`config.mk`:
```
export PLATFORM = sky130hd
export DESIGN_NAME = reservation_station_param
export DESIGN_NICKNAME = d
export VERILOG_FILES = /design/src/rtl/reservation_station_param.sv
export SDC_FILE = /design/constraint.sdc
export NUM_CORES = 1
export LEC_CHECK = 0
export ABC_CLOCK_PERIOD_IN_PS = 7900
export CORE_UTILIZATION = 45
export DETAILED_ROUTE_END_ITERATION = 10
export PLACE_DENSITY = 0.69
export RECOVER_POWER = 50
export SETUP_SLACK_MARGIN = 0.3
export SYNTH_ARGS = -nofsm -noshare
export SYNTH_HDL_FRONTEND = slang
export SYNTH_SLANG_ARGS = --single-unit
```
`constraint.sdc`:
```
create_clock -name clk -period 7.9 [get_ports clk]
set_input_delay 1.185 -clock clk [delete_from_list [all_inputs] [get_ports clk]]
set_output_delay 1.185 -clock clk [all_outputs]
set_load 0.02 [all_outputs]
```
`src/rtl/reservation_station_param.sv`:
```
// Parametrised Tomasulo reservation station: multi-CDB operand snooping, flush, registered valid/ready issue port.
// Optional macro RS_OLDEST_FIRST_EN: issue the oldest ready slot instead of the lowest-index ready slot.
module reservation_station_param #(
    parameter int NUM_ENTRIES = 4,
    parameter int TAG_W       = 3,
    parameter int DATA_W      = 32,
    parameter int NUM_CDB     = 1,
    parameter int CNT_W       = $clog2(NUM_ENTRIES + 1)
) (
    input  logic                      clk,
    input  logic                      rst,
    input  logic                      flush,
    input  logic                      alloc_valid,
    output logic                      alloc_ready,
    input  logic [2:0]                alloc_op,
    input  logic [2:0]                alloc_funct3,
    input  logic                      alloc_funct7,
    input  logic [TAG_W-1:0]          alloc_src1_tag,
    input  logic [TAG_W-1:0]          alloc_src2_tag,
    input  logic [DATA_W-1:0]         alloc_src1_data,
    input  logic [DATA_W-1:0]         alloc_src2_data,
    input  logic                      alloc_src1_valid,
    input  logic                      alloc_src2_valid,
    input  logic [TAG_W-1:0]          alloc_rd,
    input  logic [DATA_W-1:0]         alloc_imm,
    input  logic [NUM_CDB-1:0]        cdb_valid,
    input  logic [NUM_CDB*TAG_W-1:0]  cdb_tag,
    input  logic [NUM_CDB*DATA_W-1:0] cdb_data,
    output logic                      issue_valid,
    input  logic                      issue_ready,
    output logic [2:0]                issue_op,
    output logic [2:0]                issue_funct3,
    output logic                      issue_funct7,
    output logic [DATA_W-1:0]         issue_src1_data,
    output logic [DATA_W-1:0]         issue_src2_data,
    output logic [DATA_W-1:0]         issue_imm,
    output logic [TAG_W-1:0]          issue_rd,
    output logic [CNT_W-1:0]          occupancy
);
    localparam int IDX_W = $clog2(NUM_ENTRIES);

    typedef struct packed {
        logic              valid;
        logic [2:0]        op;
        logic [2:0]        funct3;
        logic              funct7;
        logic [TAG_W-1:0]  rd;
        logic [DATA_W-1:0] imm;
        logic [TAG_W-1:0]  tag1;
        logic [TAG_W-1:0]  tag2;
        logic [DATA_W-1:0] data1;
        logic [DATA_W-1:0] data2;
        logic              rdy1;
        logic              rdy2;
    } slot_t;

    slot_t                  slots [NUM_ENTRIES];
    slot_t                  alloc_entry;
    logic [NUM_ENTRIES-1:0] hit1, hit2, slot_ready;
    logic [DATA_W-1:0]      cap1 [NUM_ENTRIES];
    logic [DATA_W-1:0]      cap2 [NUM_ENTRIES];
    logic [DATA_W:0]        alloc_snoop1, alloc_snoop2;
    logic [IDX_W-1:0]       alloc_idx, sel_idx;
    logic                   alloc_fire, sel_found, issue_load;

`ifdef RS_OLDEST_FIRST_EN
    localparam int AGE_W = 16;
    logic [AGE_W-1:0] age [NUM_ENTRIES];
    logic [AGE_W-1:0] sel_age;
`endif

    // Returns {hit, data}; the lowest-index matching bus wins.
    function automatic logic [DATA_W:0] snoop(input logic [TAG_W-1:0] tag);
        logic [DATA_W:0] res;
        res = '0;
        for (int b = NUM_CDB - 1; b >= 0; b--) begin
            if (cdb_valid[b] && cdb_tag[b*TAG_W +: TAG_W] == tag)
                res = {1'b1, cdb_data[b*DATA_W +: DATA_W]};
        end
        return res;
    endfunction

    assign alloc_ready = (occupancy != CNT_W'(NUM_ENTRIES));
    assign alloc_fire  = alloc_valid && alloc_ready;
    assign issue_load  = (!issue_valid || issue_ready) && sel_found;

    always_comb begin
        // NOTE: every variable gets a default before any conditional write, so no latch is inferred.
        alloc_idx = '0;
        for (int i = NUM_ENTRIES - 1; i >= 0; i--)
            if (!slots[i].valid) alloc_idx = IDX_W'(i);
        for (int i = 0; i < NUM_ENTRIES; i++) begin
            {hit1[i], cap1[i]} = snoop(slots[i].tag1);
            {hit2[i], cap2[i]} = snoop(slots[i].tag2);
            slot_ready[i]      = slots[i].valid && slots[i].rdy1 && slots[i].rdy2;
        end
        alloc_snoop1       = snoop(alloc_src1_tag);
        alloc_snoop2       = snoop(alloc_src2_tag);
        alloc_entry        = '0;
        alloc_entry.valid  = 1'b1;
        alloc_entry.op     = alloc_op;
        alloc_entry.funct3 = alloc_funct3;
        alloc_entry.funct7 = alloc_funct7;
        alloc_entry.rd     = alloc_rd;
        alloc_entry.imm    = alloc_imm;
        alloc_entry.tag1   = alloc_src1_tag;
        alloc_entry.tag2   = alloc_src2_tag;
        alloc_entry.rdy1   = alloc_src1_valid || alloc_snoop1[DATA_W];
        alloc_entry.rdy2   = alloc_src2_valid || alloc_snoop2[DATA_W];
        alloc_entry.data1  = alloc_src1_valid ? alloc_src1_data : alloc_snoop1[DATA_W-1:0];
        alloc_entry.data2  = alloc_src2_valid ? alloc_src2_data : alloc_snoop2[DATA_W-1:0];
    end

    // Selection looks only at registered ready flags, so a CDB hit issues one edge later.
    always_comb begin
        sel_idx   = '0;
        sel_found = 1'b0;
`ifdef RS_OLDEST_FIRST_EN
        sel_age   = '0;
        for (int i = 0; i < NUM_ENTRIES; i++) begin
            if (slot_ready[i] && (!sel_found || age[i] > sel_age)) begin
                sel_idx   = IDX_W'(i);
                sel_age   = age[i];
                sel_found = 1'b1;
            end
        end
`else
        for (int i = NUM_ENTRIES - 1; i >= 0; i--) begin
            if (slot_ready[i]) begin
                sel_idx   = IDX_W'(i);
                sel_found = 1'b1;
            end
        end
`endif
    end

    // NOTE: non-blocking assignments keep every slot update based on pre-edge state.
    always_ff @(posedge clk) begin
        if (rst || flush) begin
            // NOTE: only the valid bits are cleared; payload of an invalid slot is never observed.
            for (int i = 0; i < NUM_ENTRIES; i++)
                slots[i].valid <= 1'b0;
            issue_valid     <= 1'b0;
            issue_op        <= '0;
            issue_funct3    <= '0;
            issue_funct7    <= 1'b0;
            issue_src1_data <= '0;
            issue_src2_data <= '0;
            issue_imm       <= '0;
            issue_rd        <= '0;
            occupancy       <= '0;
        end else begin
            for (int i = 0; i < NUM_ENTRIES; i++) begin
                if (slots[i].valid && !slots[i].rdy1 && hit1[i]) begin
                    slots[i].rdy1  <= 1'b1;
                    slots[i].data1 <= cap1[i];
                end
                if (slots[i].valid && !slots[i].rdy2 && hit2[i]) begin
                    slots[i].rdy2  <= 1'b1;
                    slots[i].data2 <= cap2[i];
                end
                if (issue_load && sel_idx == IDX_W'(i))
                    slots[i].valid <= 1'b0;
                if (alloc_fire && alloc_idx == IDX_W'(i))
                    slots[i] <= alloc_entry;
            end
            if (issue_load) begin
                issue_valid     <= 1'b1;
                issue_op        <= slots[sel_idx].op;
                issue_funct3    <= slots[sel_idx].funct3;
                issue_funct7    <= slots[sel_idx].funct7;
                issue_src1_data <= slots[sel_idx].data1;
                issue_src2_data <= slots[sel_idx].data2;
                issue_imm       <= slots[sel_idx].imm;
                issue_rd        <= slots[sel_idx].rd;
            end else if (issue_ready) begin
                issue_valid <= 1'b0;
            end
            occupancy <= occupancy + CNT_W'(alloc_fire) - CNT_W'(issue_load);
        end
    end

`ifdef RS_OLDEST_FIRST_EN
    // Ages saturate; they only need to order live slots relative to each other.
    always_ff @(posedge clk) begin
        if (!rst && !flush && alloc_fire) begin
            for (int i = 0; i < NUM_ENTRIES; i++) begin
                if (alloc_idx == IDX_W'(i))
                    age[i] <= '0;
                else if (age[i] != '1)
                    age[i] <= age[i] + 1'b1;
            end
        end
    end
`endif

endmodule

```
==> metrics <==
run status finished with violations; failing checks capacitance limit, slew limit; synthesized area 23,500 µm²; share of layout cells above drive strength 1 7.41%; synth top area cells edfxtp_1 (59%), dfxtp_1 (9.4%), o22ai_1 (7.8%); DRT Wirelength 72,000 µm; VDD IR-drop max 0.162 mV; unrepaired setup endpoints after global routing false; final HPWL from detailed placement 40,500 µm; final slew viol count 258; DR DRC count 0; synthesized instance count 1,860; I/O Buffers 265; largest net degree at the start of global routing 99; Async SR Flop Fraction 0%; Root Driver clkbuf_16; Synth top area share 58.8%; Pre-antenna DRT Iters 6; Final Hold Fails 0; Yosys reg bits 570; antenna violations before repair 1; CP top delay family buffers and inverters; vias per cell 6.36; Setup TNS Final 0 ps; GRT met1 Usage 36.0%; Crit Path Class primary input to flip-flop; count of final setup violators 0; Critical Path End Type flip-flop; critical path arrival 5960 ps; Global Route Usage Sum 26.6%; row cnt 83; synthesized area per cell 12.6 µm²; CP bufs+invs 3; CP required 8130 ps; startpoint types primary input; Avg WL per Cell 25.9 µm; # nets final 2,200; CTS tree done; Die W 230 µm; met3 usage 4.30%; commonest non-fill, non-tap cell in the layout edfxtp_1; clk slew on worst S/H paths 60 ps; Yosys cell types 48; Final min period 5730 ps; die area 53,100 µm²; Post-synth EDFFs 460; final worst path period share 72.6%; Hold Buf Count CTS 0; clk sinks 570; leakage power total 0.0100 µW; Post-CTS Resized 0; Die Height 230 µm; routability cong. 0.798; dominant cell type by area after synthesis edfxtp_1; first-pass GRT wire length 107,000 µm; vias in the first global route 17,400; drt initial violations 2,014; grt peak-use layer met2; CP max stage delay 2350 ps; cells along the critical path dlygate4sd3_1 > nand4bb_1 > or3_1 > clkinv_1 > clkbuf_1 > a41o_2; FMAX 0.174 GHz; starting density of the core 45.7%; placed cell area 26,600 µm²; Synth Flop Type edfxtp_1; Final Power 6460 µW; CORE AREA 51,400 µm²; Antenna Nets Post-Route 0; # H-tree levels 2; fin area 28,600 µm²; WHS Path Cells 2; CTS Buf Count 57; commonest cells after routing, fill and taps aside edfxtp_1 (460), o22ai_1 (291), nand2_1 (181); met2 usage 43.6%; global route overflow 0; PwrDens 226 nW/µm²; Max stage delay cell, worst path clkbuf_1; Slew @ Worst Pin 3910 ps; CP max FO 52; HP Class flip-flop to flip-flop; syn_nets 2,017; insertion delay to the later sink of the worst-skew pair 620 ps; r2r worst-path depth 5; maximum clock path buffer count 3; I/O pins 266; Post-CTS Setup Bufs 0; via count 17,600; area grow syn2layout 21.6%; Worst path depth 6; sequential area share after synthesis 68.2%; Yosys warnings 0; Slew headroom -161%; clock skew 17.9 ps; Max Cap Viol 5
synth_stat cells (all sizes together), types with 3 or more instances:
cell type    n
nor4         3
mux2i        8
a21o       106
and4         8
clkbuf     115
nand2b       3
nor2         8
edfxtp     460
inv         50
a31oi      142
o22ai      291
o21ai      106
buf         56
nand2      181
xnor2       26
xor2         7
and3         5
a41o         8
dfxtp      110
a22oi       71
nand3       75
sequential cells by signal, indices dropped and copies added (netlist names), 3 cells and up:
name and count:
issue_funct3 3, issue_imm 32, issue_op 3, issue_rd 3, issue_src1_data 32, issue_src2_data 32
occupancy 3, slots 460
area by class of cell:
type / count / area (µm²)
diodes: 2 / 5.00
flip-flops and latches: 570 / 16000
multi-input cells: 1069 / 6680
clock buffers: 71 / 1510
clock inverters: 37 / 460
inverters: 50 / 190
fillers: 4245 / 22800
repair buffers: 295 / 2850
well taps: 680 / 851
layer usage:
| layer | vias up | wire length, µm |
|---|---|---|
| met5 | - | 0 |
| met4 | 0 | 1880 |
| met3 | 138 | 7270 |
| met2 | 1107 | 34900 |
| met1 | 8706 | 27900 |
| li1 | 7698 | - |
per-stage QoR:
step	instances	setup WS [ps]	util [%]	hold WS (ps)
global route	2772	1830	55.6	550
floorplan	1860	3530	-	507
global placement	2664	3010	51.8	510
CTS	2772	3650	55.7	534
detailed placement	2664	3000	51.8	522
finish	2774	2170	55.6	529
where the power goes:
part           switching (µW)  internal, µW
registers                17.2          3270
logic                     203           123
clock network            1180          1660
worst min-delay path, cell delays in order, from the launching register on:
cell,delay [ps]
dfxtp_1,310
o21ai_1,130
a31oi_1,50
final timing paths:
path / from / to / slack (ps)
setup reg to reg: slots[0][114] / slots[1][33] / 2850
setup / recovery: rst / slots[1][33] / 2170
hold / removal: issue_src2_data[21] / issue_src2_data[21] / 530
hold reg to reg: issue_src2_data[21] / issue_src2_data[21] / 530
logic make-up (layout without fill, tap and decap cells):
group                    Yosys count  count (layout)  share of synthesized area [%]
other                              0               2                              0
AND/OR/NAND/NOR                  295             295                           5.81
adder cells (fa/ha/maj)            2               2                          0.139
multiplexers                       8               8                          0.480
XOR/XNOR                          33              33                           1.23
AO/OA/AOI/OAI                    731             731                           20.1
flip-flops                       570             570                           68.2
buffers and inverters            221             453                           4.02
Power figures use the tool's default switching activity.
